## src/rtl/fpnew_pkg.sv

```systemverilog
// Shared FP format definitions for the divsqrt datapath.
// prec_bits() gives the fraction width that the iterative engine expects on prec_i.
package fpnew_pkg;

  localparam int unsigned FP64_FRAC_BITS = 52;

  typedef enum logic [2:0] {
    FP32    = 3'd0,
    FP64    = 3'd1,
    FP16    = 3'd2,
    FP8     = 3'd3,
    FP16ALT = 3'd4
  } fp_format_e;

  // FP8 is computed through the FP16 datapath, so it uses FP16 precision.
  function automatic int unsigned prec_bits(input fp_format_e fmt);
    case (fmt)
      FP32:      return 23;
      FP64:      return 52;
      FP16, FP8: return 10;
      FP16ALT:   return 7;
      default:   return 52;
    endcase
  endfunction

endpackage

```

## src/rtl/fpnew_divsqrt_iter_step.sv

```systemverilog
// One radix-2 iteration: restoring division or digit-by-digit restoring square root.
// Purely combinational; the engine holds the partial remainder and partial result.
module fpnew_divsqrt_iter_step #(
  parameter int unsigned FracWidth = 52
) (
  input  logic                 sqrt_i,
  input  logic [FracWidth+4:0] rem_i,
  input  logic [FracWidth+2:0] quo_i,
  input  logic [FracWidth+1:0] div_i,
  input  logic [1:0]           pair_i,
  output logic [FracWidth+4:0] rem_o,
  output logic                 bit_o
);

  logic [FracWidth+2:0] dr, dd;
  logic [FracWidth+4:0] sr, trial;
  logic                 div_ge, sq_ge;

  always_comb begin
    dr     = rem_i[FracWidth+2:0];
    div_ge = dr >= {1'b0, div_i};
    dd     = div_ge ? dr - {1'b0, div_i} : dr;

    // Bring down the next radicand pair and test against 4*Q+1.
    sr     = (rem_i << 2) | {{(FracWidth+3){1'b0}}, pair_i};
    trial  = {quo_i, 2'b01};
    sq_ge  = sr >= trial;

    if (sqrt_i) begin
      bit_o = sq_ge;
      rem_o = sq_ge ? sr - trial : sr;
    end else begin
      bit_o = div_ge;
      rem_o = {1'b0, dd, 1'b0};
    end
  end

endmodule

```

## src/rtl/fpnew_divsqrt_iter_engine.sv

```systemverilog
// Iterative radix-2 mantissa divide / square-root engine (one result bit per cycle).
// Responder side of the start/kill/ready/done handshake; sign/exponent handled upstream.
module fpnew_divsqrt_iter_engine
  import fpnew_pkg::*;
#(
  parameter int unsigned FracWidth = FP64_FRAC_BITS
) (
  input  logic                           clk_i,
  input  logic                           rst_ni,
  input  logic                           div_start_i,
  input  logic                           sqrt_start_i,
  input  logic                           kill_i,
  input  logic [$clog2(FracWidth+1)-1:0] prec_i,
  input  logic [FracWidth+1:0]           mant_a_i,
  input  logic [FracWidth+1:0]           mant_b_i,
  output logic                           ready_o,
  output logic                           done_o,
  output logic [FracWidth+2:0]           result_o,
  output logic                           sticky_o,
  output logic                           busy_o
);

  localparam int unsigned PW = $clog2(FracWidth+1);
  localparam int unsigned CW = $clog2(FracWidth+4);
  localparam int unsigned MW = FracWidth + 2;
  localparam int unsigned QW = FracWidth + 3;
  localparam int unsigned RW = FracWidth + 5;

  typedef enum logic [1:0] {IDLE, RUN, DONE} state_e;

  state_e        state_q;
  logic [MW-1:0] b_q, rad_q;
  logic [QW-1:0] quo_q, res_q;
  logic [RW-1:0] rem_q;
  logic [CW-1:0] cnt_q, last_q;
  logic          sqrt_q, done_q, sticky_q;

  logic          accept;
  logic [CW-1:0] last_d;
  logic          step_sqrt, step_bit;
  logic [RW-1:0] step_rem_in, step_rem;
  logic [QW-1:0] step_quo, quo_next;
  logic [MW-1:0] step_div;
  logic [1:0]    step_pair;

  assign ready_o  = (state_q == IDLE) | (state_q == DONE);
  assign busy_o   = (state_q == RUN)  | (state_q == DONE);
  assign done_o   = done_q;
  assign result_o = res_q;
  assign sticky_o = sticky_q;

  assign accept = ready_o & (div_start_i | sqrt_start_i) & ~kill_i;

  // Iteration 0 runs in the accept cycle straight from the operand inputs,
  // so the last iteration lands in the cycle before DONE.
  always_comb begin
    last_d = (prec_i > PW'(FracWidth)) ? CW'(FracWidth + 2) : CW'(prec_i) + CW'(2);
    if (accept) begin
      step_sqrt   = ~div_start_i;
      step_rem_in = div_start_i ? {3'b000, mant_a_i} : '0;
      step_quo    = '0;
      step_div    = mant_b_i;
      step_pair   = mant_a_i[MW-1:MW-2];
    end else begin
      step_sqrt   = sqrt_q;
      step_rem_in = rem_q;
      step_quo    = quo_q;
      step_div    = b_q;
      step_pair   = rad_q[MW-1:MW-2];
    end
    quo_next = (step_quo << 1) | QW'(step_bit);
  end

  fpnew_divsqrt_iter_step #(
    .FracWidth (FracWidth)
  ) i_step (
    .sqrt_i (step_sqrt),
    .rem_i  (step_rem_in),
    .quo_i  (step_quo),
    .div_i  (step_div),
    .pair_i (step_pair),
    .rem_o  (step_rem),
    .bit_o  (step_bit)
  );

  always_ff @(posedge clk_i or negedge rst_ni) begin
    if (!rst_ni) begin
      state_q  <= IDLE;
      b_q      <= '0;
      rad_q    <= '0;
      quo_q    <= '0;
      res_q    <= '0;
      rem_q    <= '0;
      cnt_q    <= '0;
      last_q   <= '0;
      sqrt_q   <= 1'b0;
      done_q   <= 1'b0;
      sticky_q <= 1'b0;
    end else begin
      done_q <= 1'b0;
      if (kill_i) begin
        state_q <= IDLE;
      end else begin
        case (state_q)
          IDLE, DONE: begin
            if (accept) begin
              state_q <= RUN;
              sqrt_q  <= ~div_start_i;
              b_q     <= mant_b_i;
              rad_q   <= {mant_a_i[MW-3:0], 2'b00};
              rem_q   <= step_rem;
              quo_q   <= quo_next;
              cnt_q   <= CW'(1);
              last_q  <= last_d;
            end else begin
              state_q <= IDLE;
            end
          end
          RUN: begin
            rem_q <= step_rem;
            quo_q <= quo_next;
            rad_q <= {rad_q[MW-3:0], 2'b00};
            if (cnt_q == last_q) begin
              state_q  <= DONE;
              done_q   <= 1'b1;
              res_q    <= quo_next;
              sticky_q <= |step_rem;
            end else begin
              cnt_q <= cnt_q + CW'(1);
            end
          end
          default: state_q <= IDLE;
        endcase
      end
    end
  end

endmodule

```

## config.mk

```make
export PLATFORM = sky130hd
export DESIGN_NAME = fpnew_divsqrt_iter_engine
export DESIGN_NICKNAME = d
export VERILOG_FILES = /design/src/rtl/fpnew_pkg.sv /design/src/rtl/fpnew_divsqrt_iter_step.sv /design/src/rtl/fpnew_divsqrt_iter_engine.sv
export SDC_FILE = /design/constraint.sdc
export NUM_CORES = 1
export LEC_CHECK = 0
export CORE_ASPECT_RATIO = 1.1
export CORE_MARGIN = 5
export CORE_UTILIZATION = 30
export DETAILED_ROUTE_END_ITERATION = 8
export PLACE_DENSITY = 0.55
export SETUP_SLACK_MARGIN = 0.5
export SYNTH_ARGS = -nofsm -noshare
export SYNTH_HDL_FRONTEND = slang
export SYNTH_SLANG_ARGS = --single-unit
```

## constraint.sdc

```tcl
create_clock -name clk_i -period 17.3 [get_ports clk_i]
set_input_delay 2.595 -clock clk_i [delete_from_list [all_inputs] [get_ports clk_i]]
set_output_delay 2.595 -clock clk_i [all_outputs]
set_load 0.02 [all_outputs]
```

==> reports/metrics.csv <==
metric,value,unit
status,finished clean,
cts_setup_buffers,0,
dieHeight,309.7,um
clock_tree_from_tritoncts,built,
critical_path.max_fanout,83,
final.setup_skew,0.01351,ns
report.final.hold_viol_count,0,
number_of_antenna_violations_at_the_first_check_in_global_routing,6,
drt-vias-per-instance,5.951,
worst_ep_arrival_time,10.64,ns
syn_avg_cell_area,7.755,um^2
cts.sink_count,288,
cts_buffers,39,
row_count,110,
min-delay-path-class,flip-flop to flip-flop,
clk_latency,0.58,ns
routed_wire_length_per_instance,25.73,um
first_pass_grt_wire_length,161700,um
postSynthCellCount,3158,
maximum_number_of_pins_on_one_net_before_global_route_repair,136,
n_fill_cell,8726,
floorplan.initialDensity,30.06,%
dp_hpwl,84060,um
synth.yosys.warnings,0,
rsz0062_at_grt,false,
vdd.ir_drop.worst,0.0001362,V
syn_area,24490,um^2
min_period,10.21,ns
detailedRoute.firstIterationViolations,3033,
gp_congestion,0.9743,
postSynth.asyncResetShare,100.0,%
top_level_i_o_count,178,
synth_cell_types,100,
yosys_most_used_dff,sky130_fd_sc_hd__dfrtp_1,
cts-resized-gates,0,
dp.cells,4231,
seq_power_share,17.7,%
synthesis.nets,3345,
net-switching-power,0.003381,W
clock_tree.buffer_depth,3,
worst_path_max_delay_cell,sky130_fd_sc_hd__clkdlybuf4s50_1,
critical_path_buf_inv_count,3,
fin_crit_sh,59.04,%
setup-tns-final,0,ns
finalNetCount,3395,
list_of_cells_traversed_by_the_critical_path,clkdlybuf4s50_1 -> o21ba_2 -> nand2_8 -> buf_4 -> a22oi_1 -> ha_1 -> nor4_1 -> a21oi_1 -> a311oi_1 -> o211ai_1 -> a21oi_1 -> o21ai_1 -> o31ai_4 -> a21o_1 -> buf_4 -> nand3_1 -> a31oi_1 -> o2111ai_1 -> nor4_1 -> nand4_1 -> nor4_1 -> a41oi_1,
kind_of_launch_point_of_the_worst_setup_path,primary input,
library_cell_appearing_most_often_on_the_critical_path,sky130_fd_sc_hd__nor4_1,
max_clock_freq,97.90,MHz
comb_power_share,68.4,%
fin_cells,4305,
clkSlewWorstSetupHoldPaths,0.06,ns
swShare,54.47,%
power_frac_clock,13.9,%
max-slew-margin-rel,28.20,%
drc,0,
core-area,81480,um^2
ant_nets,0,
dr_total_vias,25620,
synth-seq-cells,288,
area_delta_synth_final,15.90,%
finalSetupViolations,0,
dpl_cell_area,27060,um^2
clock_tree.htree_level_count,2,
root_buffer,sky130_fd_sc_hd__clkbuf_16,
power.static_leakage,11.53,nW
timing_worst_setup_path_type,primary input to flip-flop,
synth-seq-area-share,29.43,%
synth-edff-count,0,
track_usage,24.23,%
detail_route.wirelength,110800,um
end_kind,flip-flop,
port-buffer-count,177,
firstDrtPassIters,6,
cpLargestDelayFamily,compound AO/OA/AOI/OAI gates,
critical_path_required,17.73,ns
p_int,0.002825,W
critical-path-max-stage-delay,0.81,ns
placement.setup.worst_slack,6.843,ns
cts_hold_buffers,0,
tightestPinTransition,1.077,ns
cap_violations,0,
die-area,87460,um^2
slew_violations,0,
worst_slack,7.086,ns
finish.instance_area,28390,um^2
grt_remaining_overflow,0,
die_width,282.4,um
power_density,218.6,nW/um^2
grt_pass1_vias,24300,
fraction_of_layout_instances_using_a_drive_strength_above_1,6.391,%
[path summary, 6_finish.rpt]
check / from / to / slack [ns] / depth (start not counted)
max in group asynchronous: rst_ni / b_q[38] / 13.81 / 2
hold / removal: result_o[20] / result_o[20] / 0.48 / 2
setup reg to reg: state_q[0] / sticky_o / 8.88 / 24
setup / recovery: kill_i / sticky_o / 7.09 / 22
min in group asynchronous: rst_ni / result_o[10] / 2.07 / 1
hold reg to reg: result_o[20] / result_o[20] / 0.48 / 2
[tightest hold or removal path, stage by stage, from the launching register on]
cell	delay, ns
sky130_fd_sc_hd__dfrtp_1	0.34
sky130_fd_sc_hd__nand2_1	0.04
sky130_fd_sc_hd__o21ai_0	0.06
[synthesized netlist by cell type, drive strengths merged (17+ instances only)]
cell type	n	area share, %
nor2	167	2.6
o21bai	26	0.84
nor4	20	0.51
a21oi	195	4.1
nand2b	29	0.74
or2	17	0.43
inv	90	1.4
buf	70	1.7
mux2	30	1.4
nand3	123	2.6
maj3	21	0.86
o211ai	39	1.2
o21a	19	0.58
nand4	31	0.79
xor2	46	1.6
and2	19	0.49
o22ai	25	0.64
xnor2	102	3.6
nor2b	20	0.51
o21ai	389	7.9
and3	32	0.82
a22oi	17	0.52
a21o	46	1.4
a211oi	40	1.3
dfrtp	288	29
o31ai	31	1.0
nor3	48	1.0
nand2	519	8.0
clkbuf	136	2.1
mux2i	91	3.7
a22o	27	0.97
a221oi	20	0.77
a21boi	24	0.75
ha	68	3.5
a31oi	61	1.7
[per-layer routing]
layer  up-vias  part of all wire, %  track usage, %
li1      11760                    -               -
met1     12430                   40           30.50
met2      1177                   48           41.67
met3       250                  6.8           3.251
met4         4                  5.1           10.42
met5         -                0.024               0
[final cells by class]
class                           instances  area [um^2]  share of cell area (%)
Multi-Input combinational cell       2574        16100                   56.73
Sequential cell                       288         7207                   25.39
Timing Repair Buffer                  215         2074                   7.308
Tap cell                             1064         1331                   4.690
Clock buffer                           52         1115                   3.927
Inverter                               90        340.3                   1.199
Clock inverter                         20        209.0                  0.7361
Antenna cell                            2        5.005                 0.01763
[metrics by stage]
step	hold WS [ns]	total power [W]	utilization (%)
floorplan	0.4386	0.003883	-
global placement	0.4539	0.005245	33.21
detailed placement	0.4684	0.005214	33.21
CTS	0.4812	0.006109	34.83
global route	0.5034	0.006540	34.83
finish	0.4758	0.006206	34.84
[state kept, by name (all words and copies together), names as in the netlist, 2 cells and up]
| signal | count |
|---|---|
| quo_q | 55 |
| rem_q | 55 |
| result_o | 55 |
| b_q | 54 |
| rad_q | 52 |
| cnt_q | 6 |
| last_q | 6 |
| state_q | 2 |
[power groups by stage]
stage | combinational (W) | clock (W) | sequential (W)
floorplan | 0.00288 | 0 | 0.00101
global placement | 0.00415 | 0 | 0.00110
detailed placement | 0.00412 | 0 | 0.00110
CTS | 0.00414 | 0.000878 | 0.00109
global route | 0.00452 | 0.000902 | 0.00112
finish | 0.00425 | 0.000862 | 0.00110
[cells by family after synthesis]
kind of cell             synth area share, %
AO/OA/AOI/OAI                          30.45
AND/OR/NAND/NOR                        20.25
buffers and inverters                  5.155
flip-flops                             29.43
XOR/XNOR                               5.293
multiplexers                           5.099
adder cells (fa/ha/maj)                4.332
[cell usage in the layout, fill, tap and decap left out, drive strengths merged, types with 48 or more instances in the layout]
master         instances
ha                    68
clkbuf                52
nand3                123
inv                   95
a21oi                195
a31oi                 61
dfrtp                288
o21ai                389
mux2i                 91
nor3                  48
xnor2                102
nor2                 167
clkdlybuf4s50        176
nand2                519
Power figures use the tool's default switching activity.
